**src/rtl/tx_pkt_arbiter.sv**
```systemverilog
// Packet-granular two-source arbiter in front of the MAC transmit byte interface.
// Locks the grant for a whole sop..eop packet, alternates round-robin between
// sources, discards stray bytes seen outside a packet and truncates packets
// longer than MAX_LEN bytes (forced eop+err, remainder flushed).
// Optional build macro TX_ARB_STRICT_PRIO_EN: source 0 always wins a tie.
module tx_pkt_arbiter #(
  parameter int unsigned MAX_LEN = 1514,
  parameter int unsigned CNT_W   = 16
) (
  input  logic             tx_clk,
  input  logic             rst,
  input  logic [7:0]       s0_data,
  input  logic             s0_sop,
  input  logic             s0_eop,
  input  logic             s0_valid,
  output logic             s0_ready,
  input  logic [7:0]       s1_data,
  input  logic             s1_sop,
  input  logic             s1_eop,
  input  logic             s1_valid,
  output logic             s1_ready,
  output logic [7:0]       m_data,
  output logic             m_sop,
  output logic             m_eop,
  output logic             m_err,
  output logic             m_wren,
  input  logic             m_rdy,
  output logic [1:0]       grant,
  output logic             busy,
  output logic [CNT_W-1:0] drop_count,
  output logic [CNT_W-1:0] trunc_count
);

  localparam int unsigned LenW = $clog2(MAX_LEN + 1);

  typedef enum logic [1:0] {StIdle, StXfer, StFlush} state_e;

  state_e           state_q, state_d;
  logic [1:0]       grant_q, grant_d;
  logic             last_q, last_d;  // 1: source 1 owned the previous packet
  logic [LenW-1:0]  byte_cnt_q, byte_cnt_d;
  logic [CNT_W-1:0] drop_q, drop_d;
  logic [CNT_W-1:0] trunc_q, trunc_d;

  logic       sel_valid, sel_sop, sel_eop;
  logic [7:0] sel_data;
  logic       drop0, drop1, cand0, cand1, pick1;
  logic [CNT_W:0] drop_sum;

  // Fields of the currently granted source.
  always_comb begin
    if (grant_q[1]) begin
      sel_valid = s1_valid;
      sel_sop   = s1_sop;
      sel_eop   = s1_eop;
      sel_data  = s1_data;
    end else begin
      sel_valid = s0_valid;
      sel_sop   = s0_sop;
      sel_eop   = s0_eop;
      sel_data  = s0_data;
    end
  end

  // Next-state, handshakes and the zero-latency MAC datapath.
  always_comb begin
    state_d    = state_q;
    grant_d    = grant_q;
    last_d     = last_q;
    byte_cnt_d = byte_cnt_q;
    drop_d     = drop_q;
    trunc_d    = trunc_q;
    s0_ready   = 1'b0;
    s1_ready   = 1'b0;
    m_data     = 8'h00;
    m_sop      = 1'b0;
    m_eop      = 1'b0;
    m_err      = 1'b0;
    m_wren     = 1'b0;
    drop0      = 1'b0;
    drop1      = 1'b0;
    pick1      = 1'b0;
    drop_sum   = {1'b0, drop_q};
    cand0      = s0_valid & s0_sop;
    cand1      = s1_valid & s1_sop;

    unique case (state_q)
      StIdle: begin
        // Non-sop bytes outside a packet are swallowed and counted.
        drop0    = s0_valid & ~s0_sop;
        drop1    = s1_valid & ~s1_sop;
        s0_ready = drop0;
        s1_ready = drop1;
        drop_sum = {1'b0, drop_q} + (CNT_W+1)'(drop0) + (CNT_W+1)'(drop1);
        drop_d   = drop_sum[CNT_W] ? '1 : drop_sum[CNT_W-1:0];
`ifdef TX_ARB_STRICT_PRIO_EN
        pick1 = cand1 & ~cand0;
`else
        pick1 = cand1 & (~cand0 | ~last_q);
`endif
        // Arbitration cycle only; the sop byte moves in StXfer.
        if (cand0 | cand1) begin
          grant_d = pick1 ? 2'b10 : 2'b01;
          state_d = StXfer;
        end
      end
      StXfer: begin
        s0_ready = grant_q[0] & m_rdy;
        s1_ready = grant_q[1] & m_rdy;
        m_wren   = sel_valid & m_rdy;
        if (m_wren) begin
          m_data     = sel_data;
          m_sop      = sel_sop;
          m_eop      = sel_eop;
          byte_cnt_d = byte_cnt_q + LenW'(1);
          if (sel_eop) begin
            state_d    = StIdle;
            last_d     = grant_q[1];
            grant_d    = 2'b00;
            byte_cnt_d = '0;
          end else if (byte_cnt_q == LenW'(MAX_LEN - 1)) begin
            // Byte MAX_LEN of an unterminated packet: close it as errored.
            m_eop   = 1'b1;
            m_err   = 1'b1;
            trunc_d = (&trunc_q) ? trunc_q : trunc_q + CNT_W'(1);
            state_d = StFlush;
          end
        end
      end
      StFlush: begin
        // Drain the rest of the oversize packet without touching the MAC.
        s0_ready = grant_q[0];
        s1_ready = grant_q[1];
        if (sel_valid & sel_eop) begin
          state_d    = StIdle;
          last_d     = grant_q[1];
          grant_d    = 2'b00;
          byte_cnt_d = '0;
        end
      end
      default: state_d = StIdle;
    endcase

    // Nothing is consumed or written while reset is held.
    if (rst) begin
      s0_ready = 1'b0;
      s1_ready = 1'b0;
      m_wren   = 1'b0;
      m_data   = 8'h00;
      m_sop    = 1'b0;
      m_eop    = 1'b0;
      m_err    = 1'b0;
    end
  end

  // State registers, synchronous active-high reset.
  always_ff @(posedge tx_clk) begin
    if (rst) begin
      state_q    <= StIdle;
      grant_q    <= 2'b00;
      last_q     <= 1'b1;
      byte_cnt_q <= '0;
      drop_q     <= '0;
      trunc_q    <= '0;
    end else begin
      state_q    <= state_d;
      grant_q    <= grant_d;
      last_q     <= last_d;
      byte_cnt_q <= byte_cnt_d;
      drop_q     <= drop_d;
      trunc_q    <= trunc_d;
    end
  end

  assign grant       = grant_q;
  assign busy        = (state_q != StIdle);
  assign drop_count  = drop_q;
  assign trunc_count = trunc_q;

endmodule

```
**config.mk**
```make
export PLATFORM = sky130hd
export DESIGN_NAME = tx_pkt_arbiter
export DESIGN_NICKNAME = d
export VERILOG_FILES = /design/src/rtl/tx_pkt_arbiter.sv
export SDC_FILE = /design/constraint.sdc
export NUM_CORES = 1
export LEC_CHECK = 0
export BUFFER_PORTS_ARGS = -buffer_cell sky130_fd_sc_hd__buf_2
export CORE_MARGIN = 2
export CORE_UTILIZATION = 53
export DETAILED_ROUTE_END_ITERATION = 16
export PLACE_DENSITY = 0.84
export SETUP_SLACK_MARGIN = 0.02
export SLEW_MARGIN = 20
export SYNTH_ARGS = -nofsm -noshare
export SYNTH_HDL_FRONTEND = slang
export SYNTH_SLANG_ARGS = --single-unit
export TNS_END_PERCENT = 50
```
**constraint.sdc**
```tcl
create_clock -name tx_clk -period 3.1 [get_ports tx_clk]
set_input_delay 0 -clock tx_clk [delete_from_list [all_inputs] [get_ports tx_clk]]
set_output_delay 0 -clock tx_clk [all_outputs]
set_load 0.02 [all_outputs]
```
==> out/qor.yml <==
layout_setup_ws_ns: 0.468
syn_area_mm2: 0.00273
outcome: "completed"
fp-row-count: 26
post_cts_resize_count: 0
cts_tree: "built"
final.min_clock_period_ns: 2.63
hold_class: "in -> reg"
grt_pass1_wl_um: 9630
critical_path_class: "reg -> reg"
critical_path.max_stage_delay_ns: 0.63
nFillCells: 434
yosys-top-cells-area: "dfxtp_1 35%, a21oi_1 7.2%, mux2i_1 5.9%"
min_from: "s0_valid"
die_w_um: 75.7
final.setup.tns_ns: 0
rsz0062_at_grt: "false"
fin_nets: 437
multi_input_area_mm2: 0.00163
r2r_start: "byte_cnt_q[0]$_SDFFE_PP0P_"
synth_cells: 337
routed_wl_um: 6190
grtUsageTotal_pct: 21.3
ys_ff_latch: 48
peakVddDrop_uv: 338
cp-startpoint: "byte_cnt_q[0]$_SDFFE_PP0P_"
synthArstFlopShare_pct: 0
io_pins: 74
arrival_ns: 2.87
grt_pass1_vias: 2203
reg2reg_depth: 6
timing.rr.end: "trunc_count[11]$_SDFFE_PP0P_"
hold_buffers: 0
critical_path.top_delay_family: "simple AND/OR/NAND/NOR gates"
drive_above_1_share_pct: 21.6
vias: 2704
finalHoldViolations: 0
cp.required_ns: 3.34
dp_slack_ns: 0.477
slew_viol_final: 0
cts.clk_slew.worst_paths_ns: 0.10
final_area_mm2: 0.00323
diodes: 0
avgSynthCellArea_um2: 8.09
place_area_mm2: 0.00311
cp_num_buf_inv: 0
yosysUniqueCellTypes: 44
setup_viol: 0
floorplan.initialDensity_pct: 54.0
clock_path_buffers: 2
tightest_slew_ns: 0.578
dp_hpwl_um: 4280
path_cells: "ha_1 -> nand4b_1 -> or4b_1 -> a211o_1 -> or4_1 -> a21oi_1"
numCtsBuffers: 5
io_buffers: 73
core-area_mm2: 0.00504
yosysSeqAreaShare_pct: 35.3
fin_crit_sh_pct: 84.9
powerDensity_mw_per_mm2: 483
worst-r2r-setup-slack_ns: 0.47
path_max_fanout: 22
power.leakage_nw: 1.34
synthToLayoutAreaGrowth_pct: 18.6
start_kind: "flop"
antenna_found_initial: 0
cts_setup_buffers: 0
grt_start_max_net_pins: 54
die_y_um: 75.7
root_buffer: "clkbuf_8"
maxCapViolCount: 0
synth.top_cell.area_share_pct: 35.3
maxSlewHeadroom_pct: 61.4
yosys-top-cells-count: "48 x dfxtp_1, 39 x a21oi_1, 34 x nor2_1"
synth_top_flop_cell: "dfxtp_1"
crit_slowest_cell: "or4b_1"
drt-wirelength-per-cell_um: 13.1
clock-sinks: 48
yosys_warnings: 0
insertion_delay_ns: 0.30
hold_slack_ns: 0.219
critPathCaptureType: "flop"
ff_latch_area_um2: 961
whs_path_depth: 4
die_area_mm2: 0.00573
drc: 0
vias_per_cell: 5.72
drtAntennaViolNets: 0
first_pass_iters: 6
drt_iter0_drc: 167
h-tree-depth: 2
syn_nets: 372
synth.most_common_cell: "dfxtp_1"
synth-edff-count: 0
globalplace.congestion: 0.770
yosysTopAreaCell: "dfxtp_1"
clock_skew_ns: 0.0108
holdPathEnd: "grant[0]$_SDFFE_PP0P_"
grt-ovfl-total: 0
fmax_mhz: 380
==> sequential cells by signal (all words and copies together), names as in the netlist <==
| name | flops |
|---|---|
| byte_cnt_q | 11 |
| drop_count | 16 |
| grant | 2 |
| last_q | 1 |
| trunc_count | 16 |
| state_q | 2 |
==> cells in the final DEF (no fill, tap or decap), drive strengths merged, types with 12 or more instances in the layout <==
master	n
buf	76
dfxtp	48
a21oi	39
nor2	34
nand2	18
nand3	18
o21ai	18
mux2i	16
nor3	14
inv	12
==> layer usage <==
layer | vias up | global-route usage, % | routed length (um)
met1 | 1259 | 27.2 | 2760
met5 | - | 0 | 0
li1 | 1353 | - | -
met2 | 86 | 36.5 | 3050
met3 | 6 | 4.10 | 311
met4 | 0 | 6.43 | 64
==> worst reg2reg max path, delay by kind of cell, from the launching register on <==
family                     cells  cell delay [ns]
AOI/OAI and AO/OA              2             0.72
adders and majority gates      1             0.17
DFF                            1             0.40
and+or+nand+nor                3             1.28
==> stage by stage <==
step | cells | power [mW] | util (%)
floorplan | 337 | 0.991 | -
global placement | 465 | 1.08 | 61.7
detailed placement | 465 | 1.09 | 61.7
CTS | 473 | 1.57 | 64.1
global route | 473 | 1.65 | 64.1
finish | 473 | 1.56 | 64.1
==> power breakdown <==
group	switching, mW	leakage [nW]	internal [mW]
registers	0.0379	0.388	0.651
clock network	0.218	0.0614	0.264
logic	0.240	0.891	0.151
==> worst max-delay path by stage <==
stage | slack (ns) | depth (start not counted) | endpoint
2_1_floorplan | 0.87 | 9 | trunc_count[15]$_SDFFE_PP0P_
3_3_place_gp | 0.56 | 6 | trunc_count[15]$_SDFFE_PP0P_
3_5_place_dp | 0.48 | 6 | trunc_count[11]$_SDFFE_PP0P_
4_1_cts | 0.47 | 6 | trunc_count[11]$_SDFFE_PP0P_
5_1_grt | 0.32 | 6 | trunc_count[11]$_SDFFE_PP0P_
6_report | 0.47 | 6 | trunc_count[11]$_SDFFE_PP0P_
==> logic make-up (layout without fill, tap and decap cells) <==
group	Yosys count	in the layout	share of synthesized area [%]
AO/OA/AOI/OAI	82	82	17.7
XOR/XNOR	12	12	3.86
adder cells (fa/ha/maj)	10	10	4.87
buffers and inverters	30	96	4.91
flip-flops	48	48	35.3
multiplexers	16	16	5.88
AND/OR/NAND/NOR	139	139	27.5
==> layout make-up <==
| cell class | instances | share of cell area, % |
|---|---|---|
| Clock buffer | 6 | 2.55 |
| Clock inverter | 2 | 1.20 |
| Inverter | 12 | 1.39 |
| Multi-Input combinational cell | 259 | 50.4 |
| Sequential cell | 48 | 29.7 |
| Tap cell | 70 | 2.71 |
| Timing Repair Buffer | 76 | 12.0 |
(Power assumes the default switching activity.)
